File: src/rtl/sram_arb_2p_pkg.sv
// Shared constants and types for the two-port SRAM arbiter.
package sram_arb_2p_pkg;

  localparam int unsigned SRAM_ADDR_W = 10;
  localparam int unsigned SRAM_DATA_W = 32;

  // FIXED_PRIO encodings
  localparam int unsigned PRIO_RR    = 0;
  localparam int unsigned PRIO_FIXED = 1;

  typedef enum logic {
    PortCpu = 1'b0,
    PortDma = 1'b1
  } port_e;

endpackage

File: src/rtl/sram_arb_2p_rr_arb2.sv
// Two-way arbiter: round-robin on contention, or port 0 always wins when FIXED_PRIO is set.
module sram_arb_2p_rr_arb2
  import sram_arb_2p_pkg::*;
#(
  parameter int unsigned FIXED_PRIO = PRIO_RR
) (
  input  logic       clk_i,
  input  logic       rst_i,
  input  logic [1:0] req_i,
  input  logic       adv_i,
  output logic [1:0] gnt_o
);

  port_e r_last_grant;

  always_comb begin
    gnt_o = 2'b00;
    case (req_i)
      2'b01: gnt_o = 2'b01;
      2'b10: gnt_o = 2'b10;
      2'b11: begin
        if (FIXED_PRIO == PRIO_FIXED || r_last_grant == PortDma) begin
          gnt_o = 2'b01;
        end else begin
          gnt_o = 2'b10;
        end
      end
      default: gnt_o = 2'b00;
    endcase
  end

  // Reset to DMA so the CPU wins the first contention.
  always_ff @(posedge clk_i) begin
    if (rst_i) begin
      r_last_grant <= PortDma;
    end else if (adv_i) begin
      r_last_grant <= gnt_o[1] ? PortDma : PortCpu;
    end
  end

endmodule

File: src/rtl/sram_arb_2p.sv
// Arbitrates a single-port synchronous SRAM macro between a CPU port and a DMA port;
// responses return with a fixed one-cycle latency on the port that was granted.
module sram_arb_2p
  import sram_arb_2p_pkg::*;
#(
  parameter int unsigned ADDR_W     = SRAM_ADDR_W,
  parameter int unsigned DATA_W     = SRAM_DATA_W,
  parameter int unsigned FIXED_PRIO = PRIO_RR
) (
  input  logic                clk_i,
  input  logic                rst_i,

  input  logic                p0_valid_i,
  output logic                p0_ready_o,
  input  logic                p0_we_i,
  input  logic [ADDR_W-1:0]   p0_addr_i,
  input  logic [DATA_W-1:0]   p0_wdata_i,
  input  logic [DATA_W/8-1:0] p0_wstrb_i,
  output logic                p0_rvalid_o,
  output logic [DATA_W-1:0]   p0_rdata_o,

  input  logic                p1_valid_i,
  output logic                p1_ready_o,
  input  logic                p1_we_i,
  input  logic [ADDR_W-1:0]   p1_addr_i,
  input  logic [DATA_W-1:0]   p1_wdata_i,
  input  logic [DATA_W/8-1:0] p1_wstrb_i,
  output logic                p1_rvalid_o,
  output logic [DATA_W-1:0]   p1_rdata_o,

  output logic                sram_cs_o,
  output logic                sram_wren_o,
  output logic [ADDR_W-1:0]   sram_addr_o,
  output logic [DATA_W-1:0]   sram_data_o,
  output logic [DATA_W/8-1:0] sram_mask_o,
  input  logic [DATA_W-1:0]   sram_data_i
);

  logic [1:0]        w_req;
  logic [1:0]        w_gnt;
  logic              w_rsp_vld;
  logic [DATA_W-1:0] w_rsp_data;

  logic  r_rsp_pend;
  port_e r_rsp_port;
  logic  r_rsp_we;

  // Requests are masked during reset so nothing reaches the macro that cycle.
  assign w_req = rst_i ? 2'b00 : {p1_valid_i, p0_valid_i};

  sram_arb_2p_rr_arb2 #(
    .FIXED_PRIO(FIXED_PRIO)
  ) u_arb (
    .clk_i (clk_i),
    .rst_i (rst_i),
    .req_i (w_req),
    .adv_i (|w_gnt),
    .gnt_o (w_gnt)
  );

  assign p0_ready_o = w_gnt[0];
  assign p1_ready_o = w_gnt[1];

  always_comb begin
    sram_cs_o   = 1'b0;
    sram_wren_o = 1'b0;
    sram_addr_o = '0;
    sram_data_o = '0;
    sram_mask_o = '0;
    if (w_gnt[0]) begin
      sram_cs_o   = 1'b1;
      sram_wren_o = p0_we_i;
      sram_addr_o = p0_addr_i;
      sram_data_o = p0_wdata_i;
      sram_mask_o = p0_wstrb_i;
    end else if (w_gnt[1]) begin
      sram_cs_o   = 1'b1;
      sram_wren_o = p1_we_i;
      sram_addr_o = p1_addr_i;
      sram_data_o = p1_wdata_i;
      sram_mask_o = p1_wstrb_i;
    end
  end

  always_ff @(posedge clk_i) begin
    if (rst_i) begin
      r_rsp_pend <= 1'b0;
      r_rsp_port <= PortCpu;
      r_rsp_we   <= 1'b0;
    end else begin
      r_rsp_pend <= |w_gnt;
      r_rsp_port <= w_gnt[1] ? PortDma : PortCpu;
      r_rsp_we   <= sram_wren_o;
    end
  end

  // A response still pending when reset rises is dropped, not delivered.
  assign w_rsp_vld  = r_rsp_pend & ~rst_i;
  assign w_rsp_data = r_rsp_we ? '0 : sram_data_i;

  always_comb begin
    p0_rvalid_o = 1'b0;
    p0_rdata_o  = '0;
    p1_rvalid_o = 1'b0;
    p1_rdata_o  = '0;
    if (w_rsp_vld) begin
      if (r_rsp_port == PortCpu) begin
        p0_rvalid_o = 1'b1;
        p0_rdata_o  = w_rsp_data;
      end else begin
        p1_rvalid_o = 1'b1;
        p1_rdata_o  = w_rsp_data;
      end
    end
  end

endmodule
File: config.mk
export PLATFORM = sky130hd
export DESIGN_NAME = sram_arb_2p
export DESIGN_NICKNAME = d
export VERILOG_FILES = /design/src/rtl/sram_arb_2p_pkg.sv /design/src/rtl/sram_arb_2p_rr_arb2.sv /design/src/rtl/sram_arb_2p.sv
export SDC_FILE = /design/constraint.sdc
export NUM_CORES = 1
export LEC_CHECK = 0
export BUFFER_PORTS_ARGS = -buffer_cell sky130_fd_sc_hd__buf_2
export CAP_MARGIN = 5
export CORE_AREA = 4 4 93 95
export CTS_BUF_LIST = sky130_fd_sc_hd__clkbuf_8
export CTS_CLUSTER_DIAMETER = 60
export DETAILED_ROUTE_END_ITERATION = 12
export DIE_AREA = 0 0 97 99
export HOLD_SLACK_MARGIN = 0.1
export PLACE_DENSITY = 0.56
export SETUP_SLACK_MARGIN = 0.02
export SYNTH_ARGS = -nofsm -noshare
export SYNTH_HDL_FRONTEND = slang
export SYNTH_HIERARCHICAL = 1
export SYNTH_SLANG_ARGS = --single-unit
File: constraint.sdc
create_clock -name clk_i -period 1.85 [get_ports clk_i]
set_input_delay 0.2775 -clock clk_i [delete_from_list [all_inputs] [get_ports clk_i]]
set_output_delay 0.2775 -clock clk_i [all_outputs]
set_load 0.03 [all_outputs]
Yosys cells after proc, flatten, opt, wreduce, memory -nomap -nowiden. Cells that the tools add are included.

Register bits after elaboration: 4. Bits of input ports: 130. Logic and storage cells: 32. Output and inout port bits: 116.

Bitwise operators: 2. Mux-type cells: 22. Equality and inequality tests: 3. Reduce and logical (&&, ||, !) cells: 1.

Operator list (number): $mux 32 (7); $mux 10 (2); $mux 1 (8); $mux 4 (2); $pmux 2 s3 (1); $eq 2x2->1 const B (2); $mux 2 (2); $eq 2x1->1 const B (1); $reduce_or 2->1 (1); $and 1x1->1 (1); $not 1->1 (1).

Logic depth before layout (Yosys ltp).
Word-level depth: 5. Mapped depth: 7. Gate-level depth less buffers: 5.

By module. Netlist, hierarchy kept.

Modules (own cells, without submodules): sram_arb_2p (seq. area each 60.1 sq um, area an instance 1192.4 sq um, instances 1, cells each 156); sram_arb_2p_rr_arb2 (seq. area each 20.0 sq um, area an instance 53.8 sq um, instances 1, cells each 6).

Worst setup path after synthesis. No wires, ideal clock.

Path type: input port to output port. From: in p0_valid_i. To: out sram_addr_o[0]. Path slack: -563 ps. Data required time: 1572 ps. Cell stages on the path: 5. Buffers on the path: 2. Arrival time: 2135 ps. Cell sequence: nor2b_1 > a21boi_0 > buf_4 > clkbuf_1 > a22o_1.

Elaborated cells between the ends (all ways): 7. Those cells by class: eq/ne (3); mux (4).

RTL lines: from (decl) (line sram_arb_2p.sv:13) `input logic p0_valid_i,`; $mux 2 (*) (line sram_arb_2p.sv:49) `assign w_req = rst_i ? 2'b00 : {p1_valid_i, p0_valid_i};`; $eq 2x2->1 or $eq 2x1->1 (tied branches) (line sram_arb_2p_rr_arb2.sv:18) `case (req_i)`; $pmux 2 s3 (*) (line sram_arb_2p_rr_arb2.sv:18); via p0_ready_o (line sram_arb_2p.sv:14) `output logic p0_ready_o,`; $mux 10 (*) (line sram_arb_2p.sv:70) `if (w_gnt[0]) begin`; to (decl) (line sram_arb_2p.sv:33) `output logic [ADDR_W-1:0] sram_addr_o,`.

The timed path passes the listed nets; every way through them passes the cells marked *.

Final worst setup path.
From: in p1_valid_i. To: out sram_mask_o[0].

Longest elaborated chain between the ends: 5. Elaborated cells between the ends (all ways): 7. Those cells by class: eq/ne (3); mux (4).

Ends and longest elaborated chain: from (decl) (line sram_arb_2p.sv:22) `input logic p1_valid_i,`; $mux 2 (*) (line sram_arb_2p.sv:49); via w_req[1] (line sram_arb_2p.sv:39) `logic [1:0] w_req;`; $eq 2x2->1 or $eq 2x1->1 (tied branches) (line sram_arb_2p_rr_arb2.sv:18); $pmux 2 s3 (*) (line sram_arb_2p_rr_arb2.sv:18); $mux 4 (line sram_arb_2p.sv:76) `end else if (w_gnt[1]) begin`; $mux 4 (*) (line sram_arb_2p.sv:70); to (decl) (line sram_arb_2p.sv:35) `output logic [DATA_W/8-1:0] sram_mask_o,`.

Marks and branches as above.

==> results.txt <==
----------------------------------------------------
[Status]
  Status ... complete, no violations

[STA]
  Hold Vio Cnt, Final ... 0
  Final setup TNS ... 0 ns
  Tightest Pin Transition ... around 0.30 ns
  Worst hold slack after final layout ... around 0.44 ns
  Final period util ... around 100%
  Min Clock Period, post-route ... 1.841 ns
  Number of failing setup endpoints in the final timing report ... 0
  Clock skew ... between 0.0015 and 0.002 ns
  Headroom to the max-slew limit ... between 70% and 80%
  Highest achievable clock rate ... 543.1 MHz
  Unrepaired setup endpoints after global routing ... yes
  Final count of pins violating max slew ... 0

[Place]
  Post-DP HPWL ... slightly above 6 mm
  Cell Area, Placed ... ~2500 sq um
  Post-Place Cells ... ~500
  PortBufs ... around 250
  Global placer's final weighted congestion ... around 0.9

[GRT]
  Via count of the first global-routing pass ... 2448
  Wire length of the first global-routing pass ... approximately 12 mm
  Total congestion overflow after global routing ... 0
  Overall track demand over capacity in global routing ... 15.13%
  Initial antenna violation count ... 0
  Pin count of the biggest net entering global routing ... between 60 and 70

[Power and ir drop]
  Power per cell area ... ~350 nW/um^2
  Pleak ... approximately 2.1 nW
  Maximum VDD drop ... approximately 0.15 mV

[Final layout]
  Non-filler cells in the finished layout ... between 500 and 600
  Filler cell count ... between 700 and 800
  Cell area after layout ... ~3200 sq um
  Synthesis-to-finish area growth ... 158.8%
  Share of layout cells above drive strength 1 ... 78.80%
  Ant diodes ... 0
  Most common cell after layout, fill and taps aside ... sky130_fd_sc_hd__buf_2
  Total area of multi-input combinational cells ... ~1100 sq um
  Reg area ... ~80 sq um
  Commonest cells after routing, fill and taps aside ... sky130_fd_sc_hd__buf_2, sky130_fd_sc_hd__and3_1, sky130_fd_sc_hd__buf_6
  Net count reported at finish ... between 500 and 600

[Setup path]
  Stage delay of the slowest cell on the critical path ... ~0.22 ns
  Worst reg-to-reg setup slack ... around 0.4 ns
  Worst-path cell with the longest stage delay ... sky130_fd_sc_hd__a22o_2
  Type of origin of the critical path ... input pin
  Data arrival time at the worst-slack endpoint ... ~1.6 ns
  Critical Path Fanout Max ... 7
  Critical Path Sink Type ... primary output
  Required time at the endpoint of the critical path ... ~1.6 ns
  Startpoint-to-endpoint class of the critical path ... in -> out
  Worst reg2reg path startpoint ... u_arb/r_last_grant
  Cells traversed along the worst timing path ... buf_2 > nor2b_4 > buf_4 > a21boi_4 > buf_12 > buf_6 > nor2b_4 > buf_12 > a22o_2 > buf_6
  Number of cells traversed by the worst register-to-register path ... 7
  Endpoint of the worst register-to-register path ... r_rsp_we

[Detailed routing]
  Via-to-Cell Ratio ... ~4.6
  Number of vias after detailed routing ... 2374
  DRT Pass-1 Iters ... 4
  Routed length per instance ... 16.45 microns
  Drt drc ... 0
  Final Routed Wirelength ... roughly 8.5 mm
  Post-detailed-route count of antenna-violating nets ... 0
  Number of violations reported at the end of detailed-routing iteration 0 ... 46

[Synth]
  Average instance area after synthesis ... 7.693 sq um
  Distinct cell type count after synthesis ... 24
  #FFs+latches synth ... 4
  Synthesis Warnings ... 6
  Cell Area, Synth ... 1246 sq um
  Synthesized net count ... 292
  Sequential share of the synthesized area ... around 6.4%
  Post-Synthesis Cells ... ~160

[Flow run]
  Max Cap Violations ... 0

[Clock network]
  Clk sinks ... 4
  H-tree depth ... 1
  Clock buffer count from CTS ... 3
  Clock tree from TritonCTS ... yes
  Number of buffers on the longest clock path ... 2
  Clock Latency Late Sink ... around 0.21 ns
  Clock Root Buffer ... sky130_fd_sc_hd__clkbuf_8
  Clock-pin slew of the registers on the worst-case setup and hold paths ... about 0.03 ns

[Floorplanning]
  Site Rows ... 32
  Initial cell density of the core ... 16.13%
  Total Die Area ... just under 10000 sq um
  Die Span Y ... 99 microns
  Die Span X ... slightly below 100 microns
  Area of the placeable core ... approximately 7700 sq um
  Io pins ... approximately 250

[Hold path]
  Min-Delay Path Class ... in -> reg
  Hold Path Sink ... r_rsp_we
  Hold Crit Start ... p0_we_i
  Hold path depth ... 4

----------------------------------------------------
how the worst max path moves through the flow:
stage	start	endpoint	slack (ns)	cells past startpoint
5_1_grt	u_arb/r_last_grant	sram_mask_o[0]	-0.04	8
3_5_place_dp	rst_i	sram_data_o[25]	-0.43	6
6_report	p1_valid_i	sram_mask_o[0]	0.009	10
2_1_floorplan	p1_valid_i	sram_addr_o[0]	0.04	6
3_3_place_gp	rst_i	sram_data_o[25]	-0.36	6
4_1_cts	p1_valid_i	sram_addr_o[9]	0.02	10
layer usage:
metal / GRT usage, % / wire (microns) / vias to the layer above
met1: 14.06 / 2763 / 1054
met2: 30.84 / 4654 / 170
met3: 4.317 / 900 / 14
met4: 5.616 / 187 / 0
met5: 0 / 0 / -
li1: - / - / 1136
report_power, final:
part | internal, W | switching, W
Sequential | 0.0000929 | 0.00000327
Combinational | 0.000420 | 0.000450
Clock | 0.000138 | 0.0000403
cell type report:
| class | count | area share, % |
|---|---|---|
| Inverter | 1 | 0.1164 |
| Tap cell | 102 | 3.957 |
| Sequential cell | 4 | 2.521 |
| Timing Repair Buffer | 271 | 57.33 |
| Multi-Input combinational cell | 136 | 34.79 |
| Clock buffer | 3 | 1.280 |
Yosys cell counts:
master | n | area (sq um)
sky130_fd_sc_hd__a211o_1 | 1 | 8.760
sky130_fd_sc_hd__a21boi_0 | 1 | 7.510
sky130_fd_sc_hd__a21boi_1 | 1 | 7.510
sky130_fd_sc_hd__a21oi_1 | 1 | 5.000
sky130_fd_sc_hd__a22o_1 | 44 | 385.4
sky130_fd_sc_hd__and2_1 | 1 | 6.260
sky130_fd_sc_hd__and2b_2 | 1 | 8.760
sky130_fd_sc_hd__and3_1 | 64 | 400.4
sky130_fd_sc_hd__buf_12 | 5 | 100.1
sky130_fd_sc_hd__buf_2 | 1 | 5.000
sky130_fd_sc_hd__buf_4 | 1 | 7.510
sky130_fd_sc_hd__buf_6 | 6 | 67.56
sky130_fd_sc_hd__clkbuf_1 | 10 | 37.54
sky130_fd_sc_hd__clkbuf_2 | 1 | 5.000
sky130_fd_sc_hd__dfxtp_1 | 4 | 80.08
sky130_fd_sc_hd__inv_1 | 1 | 3.750
sky130_fd_sc_hd__nand2_1 | 6 | 22.52
sky130_fd_sc_hd__nand3b_1 | 1 | 7.510
sky130_fd_sc_hd__nor2_1 | 1 | 3.750
sky130_fd_sc_hd__nor2b_1 | 6 | 37.54
sky130_fd_sc_hd__nor2b_2 | 1 | 8.760
sky130_fd_sc_hd__nor2b_4 | 1 | 13.76
sky130_fd_sc_hd__o21ai_0 | 2 | 10.01
sky130_fd_sc_hd__or2_2 | 1 | 6.260
cell families after synthesis:
kind of cell / share of synthesized area [%]
simple gates: 41.37
flops: 6.426
compound gates: 34.04
buf+inv: 18.17
per-stage QoR:
| stage | utilization (%) | worst slack (ns) | power, W |
|---|---|---|---|
| after floorplan | - | 0.03936 | 0.0005204 |
| after global placement | 32.71 | -0.3618 | 0.0007528 |
| after detailed placement | 32.71 | -0.4293 | 0.0007570 |
| after CTS | 38.91 | 0.01602 | 0.001080 |
| after global routing | 41.74 | -0.03553 | 0.001208 |
| final | 41.74 | 0.008570 | 0.001144 |
repair_timing:
item                                    CTS  global route
endpoints found under the setup margin   49            78
pin swaps                                 1             3
resized for setup                        73            61
buffers inserted                         14             3
gates cloned                              4             2
endpoints found under the hold margin     0             0
hold buffers                              0             0
registers in the layout, indices dropped and copies added (netlist names):
register            flops
r_rsp_pend              1
r_rsp_port              1
r_rsp_we                1
u_arb/r_last_grant      1
critical path: cells and delay by family:
family,cells,cell delay (ns)
AND/OR/NAND/NOR,2,0.16
buffers and inverters,6,0.75
AO/OA/AOI/OAI,2,0.37
Power figures use the tool's default switching activity.
